--- src/rtl/mips_ctrl_pkg.sv ---
// Shared encodings for the multicycle MIPS control unit:
// opcodes, functs, FSM states, datapath select codes and instruction classes.
package mips_ctrl_pkg;

  localparam logic [5:0] OP_RTYPE = 6'b000000;
  localparam logic [5:0] OP_ORI   = 6'b001101;
  localparam logic [5:0] OP_LW    = 6'b100011;
  localparam logic [5:0] OP_SW    = 6'b101011;
  localparam logic [5:0] OP_BEQ   = 6'b000100;
  localparam logic [5:0] OP_LUI   = 6'b001111;
  localparam logic [5:0] OP_JAL   = 6'b000011;

  localparam logic [5:0] FN_ADDU = 6'b100001;
  localparam logic [5:0] FN_SUBU = 6'b100011;
  localparam logic [5:0] FN_JR   = 6'b001000;
  localparam logic [5:0] FN_NOP  = 6'b000000;

  typedef enum logic [2:0] {
    S_FETCH  = 3'd0,
    S_DECODE = 3'd1,
    S_EXEC   = 3'd2,
    S_MEM    = 3'd3,
    S_WB     = 3'd4
  } state_t;

  localparam logic [2:0] ALU_ADD = 3'd0;
  localparam logic [2:0] ALU_SUB = 3'd1;
  localparam logic [2:0] ALU_OR  = 3'd2;
  localparam logic [2:0] ALU_LUI = 3'd3;

  localparam logic [1:0] NPC_SEQ = 2'd0;
  localparam logic [1:0] NPC_BR  = 2'd1;
  localparam logic [1:0] NPC_J   = 2'd2;
  localparam logic [1:0] NPC_RS  = 2'd3;

  localparam logic [1:0] RD_RT = 2'd0;
  localparam logic [1:0] RD_RD = 2'd1;
  localparam logic [1:0] RD_RA = 2'd2;

  localparam logic [1:0] WD_ALU = 2'd0;
  localparam logic [1:0] WD_MEM = 2'd1;
  localparam logic [1:0] WD_PC4 = 2'd2;

  localparam int C_ADDU = 0;
  localparam int C_SUBU = 1;
  localparam int C_JR   = 2;
  localparam int C_NOP  = 3;
  localparam int C_ORI  = 4;
  localparam int C_LW   = 5;
  localparam int C_SW   = 6;
  localparam int C_BEQ  = 7;
  localparam int C_LUI  = 8;
  localparam int C_JAL  = 9;
  localparam int NCLS   = 10;

  typedef logic [NCLS-1:0] cls_t;

endpackage

--- src/rtl/instr_class_dec.sv ---
// Opcode/funct to one-hot instruction class.
// Encodings outside the supported set raise illegal with cls all zero.
import mips_ctrl_pkg::*;

module instr_class_dec (
  input  logic [5:0] opcode,
  input  logic [5:0] funct,
  output cls_t       cls,
  output logic       illegal
);

  always_comb begin
    cls     = '0;
    illegal = 1'b0;
    case (opcode)
      OP_RTYPE: begin
        case (funct)
          FN_ADDU: cls[C_ADDU] = 1'b1;
          FN_SUBU: cls[C_SUBU] = 1'b1;
          FN_JR:   cls[C_JR]   = 1'b1;
          FN_NOP:  cls[C_NOP]  = 1'b1;
          default: illegal     = 1'b1;
        endcase
      end
      OP_ORI:  cls[C_ORI] = 1'b1;
      OP_LW:   cls[C_LW]  = 1'b1;
      OP_SW:   cls[C_SW]  = 1'b1;
      OP_BEQ:  cls[C_BEQ] = 1'b1;
      OP_LUI:  cls[C_LUI] = 1'b1;
      OP_JAL:  cls[C_JAL] = 1'b1;
      default: illegal    = 1'b1;
    endcase
  end

endmodule

--- src/rtl/multicycle_ctrl.sv ---
// Multicycle MIPS control FSM: FETCH/DECODE/EXEC/MEM/WB sequencing.
// MULTICYCLE_CTRL_PERF_EN adds cycle_cnt/instr_cnt counters.
import mips_ctrl_pkg::*;

module multicycle_ctrl #(
  parameter int RA_IDX = 31,
  parameter int CNT_W  = 32
) (
  input  logic       clk,
  input  logic       reset,
  input  logic [5:0] opcode,
  input  logic [5:0] funct,
  input  logic       zero,
  input  logic       imem_ready,
  input  logic       dmem_ready,
  output logic       imem_req,
  output logic       dmem_req,
  output logic       dmem_we,
  output logic       ir_we,
  output logic       pc_we,
  output logic [1:0] npc_sel,
  output logic       rf_we,
  output logic [1:0] reg_dst,
  output logic [1:0] wd_sel,
  output logic       alu_src,
  output logic       ext_op,
  output logic [2:0] alu_op,
  output logic       instr_done,
  output logic       illegal,
  output logic [2:0] state
`ifdef MULTICYCLE_CTRL_PERF_EN
  ,
  output logic [CNT_W-1:0] cycle_cnt,
  output logic [CNT_W-1:0] instr_cnt
`endif
);

  if (RA_IDX < 0 || RA_IDX > 31) begin : g_ra_chk
    $error("RA_IDX must be a 5-bit register index");
  end
  if (CNT_W < 1) begin : g_cnt_chk
    $error("CNT_W must be at least 1");
  end

  state_t st, nx;
  cls_t   cls;
  logic   bad;

  instr_class_dec u_dec (
    .opcode  (opcode),
    .funct   (funct),
    .cls     (cls),
    .illegal (bad)
  );

  always_ff @(posedge clk or negedge reset) begin
    if (!reset) st <= S_FETCH;
    else        st <= nx;
  end

  assign state = st;

  // Reset gates every strobe so an aborted instruction leaves no trace.
  always_comb begin
    nx         = st;
    imem_req   = 1'b0;
    dmem_req   = 1'b0;
    dmem_we    = 1'b0;
    ir_we      = 1'b0;
    pc_we      = 1'b0;
    npc_sel    = NPC_SEQ;
    rf_we      = 1'b0;
    reg_dst    = RD_RT;
    wd_sel     = WD_ALU;
    alu_src    = 1'b0;
    ext_op     = 1'b0;
    alu_op     = ALU_ADD;
    instr_done = 1'b0;
    illegal    = 1'b0;
    if (reset) begin
      unique case (st)
        S_FETCH: begin
          imem_req = 1'b1;
          if (imem_ready) begin
            ir_we = 1'b1;
            pc_we = 1'b1;
            nx    = S_DECODE;
          end
        end
        S_DECODE: begin
          if (bad) begin
            illegal = 1'b1;
            nx      = S_FETCH;
          end else begin
            unique case (1'b1)
              cls[C_NOP]: begin
                instr_done = 1'b1;
                nx         = S_FETCH;
              end
              cls[C_JAL]: begin
                rf_we      = 1'b1;
                reg_dst    = RD_RA;
                wd_sel     = WD_PC4;
                pc_we      = 1'b1;
                npc_sel    = NPC_J;
                instr_done = 1'b1;
                nx         = S_FETCH;
              end
              default: nx = S_EXEC;
            endcase
          end
        end
        S_EXEC: begin
          unique case (1'b1)
            cls[C_ADDU], cls[C_SUBU]: begin
              alu_op = cls[C_SUBU] ? ALU_SUB : ALU_ADD;
              nx     = S_WB;
            end
            cls[C_ORI]: begin
              alu_src = 1'b1;
              alu_op  = ALU_OR;
              nx      = S_WB;
            end
            cls[C_LUI]: begin
              alu_src = 1'b1;
              alu_op  = ALU_LUI;
              nx      = S_WB;
            end
            cls[C_LW], cls[C_SW]: begin
              ext_op  = 1'b1;
              alu_src = 1'b1;
              nx      = S_MEM;
            end
            cls[C_BEQ]: begin
              alu_op     = ALU_SUB;
              pc_we      = zero;
              npc_sel    = NPC_BR;
              instr_done = 1'b1;
              nx         = S_FETCH;
            end
            cls[C_JR]: begin
              pc_we      = 1'b1;
              npc_sel    = NPC_RS;
              instr_done = 1'b1;
              nx         = S_FETCH;
            end
            default: nx = S_FETCH;
          endcase
        end
        S_MEM: begin
          dmem_req = 1'b1;
          dmem_we  = cls[C_SW];
          if (dmem_ready) begin
            instr_done = cls[C_SW];
            nx         = cls[C_SW] ? S_FETCH : S_WB;
          end
        end
        S_WB: begin
          rf_we      = 1'b1;
          reg_dst    = (cls[C_ADDU] | cls[C_SUBU]) ? RD_RD : RD_RT;
          wd_sel     = cls[C_LW] ? WD_MEM : WD_ALU;
          instr_done = 1'b1;
          nx         = S_FETCH;
        end
        default: nx = S_FETCH;
      endcase
    end
  end

`ifdef MULTICYCLE_CTRL_PERF_EN
  always_ff @(posedge clk or negedge reset) begin
    if (!reset) begin
      cycle_cnt <= '0;
      instr_cnt <= '0;
    end else begin
      cycle_cnt <= cycle_cnt + CNT_W'(1);
      instr_cnt <= instr_cnt + CNT_W'(instr_done);
    end
  end
`endif

endmodule
--- config.mk ---
export PLATFORM = sky130hd
export DESIGN_NAME = multicycle_ctrl
export DESIGN_NICKNAME = d
export VERILOG_FILES = /design/src/rtl/mips_ctrl_pkg.sv /design/src/rtl/instr_class_dec.sv /design/src/rtl/multicycle_ctrl.sv
export SDC_FILE = /design/constraint.sdc
export NUM_CORES = 1
export LEC_CHECK = 0
export ABC_AREA = 0
export CELL_PAD_IN_SITES_DETAIL_PLACEMENT = 1
export CELL_PAD_IN_SITES_GLOBAL_PLACEMENT = 2
export CORE_ASPECT_RATIO = 1.25
export CORE_UTILIZATION = 20
export CTS_BUF_LIST = sky130_fd_sc_hd__clkbuf_16
export DETAILED_ROUTE_END_ITERATION = 16
export PLACE_DENSITY_LB_ADDON = 0.1
export SLEW_MARGIN = 20
export SYNTH_ARGS = -nofsm -noshare
export SYNTH_HDL_FRONTEND = slang
export SYNTH_SLANG_ARGS = --single-unit
export TNS_END_PERCENT = 1
--- constraint.sdc ---
create_clock -name clk -period 9.2 [get_ports clk]
set_clock_uncertainty 0.2 [all_clocks]
set_input_delay 2.76 -clock clk [delete_from_list [all_inputs] [get_ports clk]]
set_output_delay 2.76 -clock clk [all_outputs]
set_load 0.02 [all_outputs]
==> reports/results.env <==
RUN_STATUS='finished clean'
DIE-AREA_UM2=3636
POST_CTS_RESIZE_COUNT=0
WORST_REG_TO_REG_CELLS=3
SYNTH-ASYNC-RESET-RATIO_PCT=100.0
ANTENNA_CELLS_INSERTED=0
SYNTH_TOP_FLOP_CELL='sky130_fd_sc_hd__dfrtp_1'
TIMING.HOLD.WORST.CLASS='reg -> reg'
FINAL_LAYOUT_SIZE_SUFFIX_GT1_SHARE_PCT=13.43
FINALCRITPERIODSHARE_PCT=91.77
WIRE_PER_INST_UM=15.23
ANTENNA_FOUND_INITIAL=0
CP_COMMON_CELL='sky130_fd_sc_hd__clkdlybuf4s50_1'
NUMBER_OF_POST_CTS_SETUP_REPAIR_BUFFERS=0
WORST_SKEW_PAIR.LATE_LATENCY_NS=0.23
ROUTED_VIA_DENSITY=5.257
START_KIND='input pin'
POST_SYNTHESIS_SHARE_OF_CELL_AREA_SPENT_ON_FULL_ADDERS_HALF_ADDERS_AND_MAJORITY_GATES_PCT=0
SYNTH_FP_NETS=115
SYNTH_COMPOUND_AREA_SHARE_PCT=23.94
SYNTH-EDFF-COUNT=0
TIMING.SETUP.TNS_NS=0
TIMING.CRITICAL_PATH.SLOWEST_CELL_DELAY_NS=0.66
RSZ_0062_RAISED_AFTER_GLOBAL_ROUTING='no'
POST-ROUTE-MIN-PERIOD_NS=8.443
DRV.MAX_CAP_VIOLATION_COUNT=0
ROUTABILITYCONGESTION=0.7836
FINAL.HOLD.WORST_SLACK_NS=0.5772
SYNTHESIS_WARNINGS=0
FLOORPLAN.INITIALDENSITY_PCT=21.08
VDD.IR_DROP.WORST_mV=0.1389
LARGEST_REGISTER_FF_COUNT=3
CLOCK_SINKS=3
RR_ENDPOINT='state[1]'
POST-LAYOUT-TOTAL-POWER_mW=0.1666
GRT_START_MAX_NET_PINS=17
FINAL-HOLD-VIOLATION-COUNT=0
CRITPATHSLOWESTCELL='sky130_fd_sc_hd__clkdlybuf4s50_1'
FP-ROW-COUNT=23
COMBINATIONAL_FAMILY_WITH_THE_MOST_AREA_AFTER_SYNTHESIS='simple AND/OR/NAND/NOR gates'
WORSTPATHREQUIRED_NS=6.24
CLKTRANSATPATHREGS_NS=0.03
FMAXACHIEVABLE_MHz=118.4
POST-DP-HPWL_UM=2100
YS_SEQ_AREA_SHARE_PCT=11.05
HOLD_START='state[0]'
PLACE_WS_NS=0.7422
HOLD_ENDPOINT='state[0]'
FINALSETUPVIOLATIONS=0
AREA.GROWTH.SYNTH_TO_FINAL_PCT=67.04
POST_SYNTH_MUX_AREA_SHARE_PCT=3.131
CTS_TREE='yes'
IO_PINS=39
GLOBALROUTETOTALUTIL_PCT=14.91
POST_CTS_HOLD_BUFFER_COUNT=0
NFILLCELLS=407
DETAIL_ROUTE.ITER0.VIOLATIONS=10
RR_STARTPOINT='state[1]'
PLACEMENT.IO_BUFFERS=37
DESIGN.FINAL.NETS=152
SYNTHTOPCELLSBYAREA='sky130_fd_sc_hd__dfrtp_1, sky130_fd_sc_hd__nor3_1, sky130_fd_sc_hd__nand2_1'
SYNTH-XOR-AREA-SHARE_PCT=1.289
CRITPATHMAXFANOUT=9
POST_SYNTH.CELL_AREA_AVG_UM2=6.933
WORSTPATHCELLLIST='clkdlybuf4s50_1 > and3b_2 > o21ba_2 > o221ai_1 > or3_2 > o32ai_1 > clkdlybuf4s50_1'
FINAL_MAX_SLEW_VIOL_COUNT=0
FF2FF_SETUP_SLACK_NS=7.33
POST_SYNTH_MOST_FREQUENT_CELLS='sky130_fd_sc_hd__nor3_1, sky130_fd_sc_hd__nand2_1, sky130_fd_sc_hd__nor2_1'
CRITICAL_PATH.STARTPOINT='opcode[2]'
ROUTE.FINAL.WIRE_LENGTH_UM=2605
POST-SYNTH-TOP-AREA-FRACTION_PCT=11.05
FINALWORSTSETUPSLACK_NS=0.7574
POST-SYNTH-TOP-COUNT-CELL='sky130_fd_sc_hd__nor3_1'
CHIPHEIGHT_UM=67.17
SYNTH_LARGEST_AREA_CELL='sky130_fd_sc_hd__dfrtp_1'
WORST_SETUP_PATH_END_KIND='output port'
FIRST_GLOBAL_VIAS=861
LEAKAGE_nW=0.3790
YOSYS_REGISTER_BITS=3
COUNT_OF_CELLS_ALONG_THE_WORST_HOLD_PATH=1
POWER-PER-CELL-AREA_nW_PER_UM2=146.8
FIRST_PASS_GRT_WIRE_LENGTH_UM=3988
WORST-ENDPOINT-ARRIVAL_NS=5.48
PLACEABLE_CORE_REGION_UM2=3223
DRT_DRC_VIOLATIONS_LEFT=0
CTS_BUFFERS=3
PATH_CLASS='in -> out'
ANTENNA_LEFT=0
ROOT_BUFFER='sky130_fd_sc_hd__clkbuf_16'
DR_TOTAL_VIAS=899
YOSYSUNIQUECELLTYPES=48
CTSLONGESTPATHBUFFERS=2
GRT_OVERFLOW_TOTAL=0
CTS-HTREE-LEVELS=1
SYN_AREA_UM2=679.4
DIE_WIDTH_UM=54.13
DRT-PASS1-ITER-COUNT=4
SYN_INST=98
SYNTHSIMPLEGATEAREAFRAC_PCT=50.83
-- metrics by stage --
step,util (%),instances,area [um2]
final,35.21,171,1135
after global routing,35.21,171,1135
after CTS,35.21,171,1135
after detailed placement,32.76,167,1056
after global placement,32.76,167,1056
after floorplan,-,98,679.4
-- cell type report --
cell class	count	area [um2]	share of cell area [%]
multi-input cells	85	541.8	47.74
repair buffers	38	377.9	33.30
flip-flops and latches	3	75.07	6.615
clock buffers	3	75.07	6.615
well taps	37	46.29	4.079
inverters	4	15.01	1.323
clock inverters	1	3.754	0.3308
-- critical path, delay by kind of cell --
family / cells / cell delay [ns]
compound gates: 3 / 0.64
buf+inv: 2 / 1.23
simple gates: 2 / 0.85
-- cell families (layout without fill, tap and decap cells) --
logic type                count (synthesis)  in the layout
AOI/OAI and AO/OA                        21             21
other                                     1              1
muxes                                     2              2
DFF                                       3              3
and+or+nand+nor                          60             60
xor gates and xnor gates                  1              1
buffers and inverters                    10             46
-- cells in the final DEF, fill, tap and decap left out, types with 2 or more instances in the layout --
master	instances
sky130_fd_sc_hd__nand4_1	2
sky130_fd_sc_hd__inv_1	5
sky130_fd_sc_hd__or2_2	2
sky130_fd_sc_hd__dfrtp_1	3
sky130_fd_sc_hd__nand2_1	9
sky130_fd_sc_hd__or3_2	2
sky130_fd_sc_hd__or3_1	2
sky130_fd_sc_hd__o21ai_0	2
sky130_fd_sc_hd__a21oi_1	4
sky130_fd_sc_hd__clkdlybuf4s50_1	37
sky130_fd_sc_hd__or2b_2	2
sky130_fd_sc_hd__nor2_1	8
sky130_fd_sc_hd__clkbuf_16	3
sky130_fd_sc_hd__nand3_1	4
sky130_fd_sc_hd__a31oi_1	2
sky130_fd_sc_hd__nand3b_1	3
sky130_fd_sc_hd__nor3_1	14
-- how the worst max path moves through the flow --
stage                       to  slack, ns  cells after the start
global route        instr_done       0.64                      7
detailed placement       pc_we       0.74                      7
finish                   pc_we       0.76                      7
global placement         pc_we       0.72                      7
floorplan                pc_we       1.75                      5
CTS                      pc_we       0.74                      7
-- report_power, final --
group	total (mW)	leakage, nW	internal (mW)	switching [mW]
Clock	0.0691	0.0423	0.0561	0.0129
Combinational	0.0719	0.297	0.0343	0.0376
Sequential	0.0256	0.0399	0.0160	0.00966
Total	0.167	0.379	0.106	0.0602
-- routing by layer --
layer  wire, um  vias to the layer above  part of all wire [%]  global-route usage [%]
met5          0                        -                     0                       0
met4         36                        0                   1.4                   6.090
met3         77                        5                   3.0                   1.351
met2       1386                       19                    53                   26.68
met1       1105                      436                    42                   17.51
li1           -                      439                     -                       -
Power figures use the tool's default switching activity.
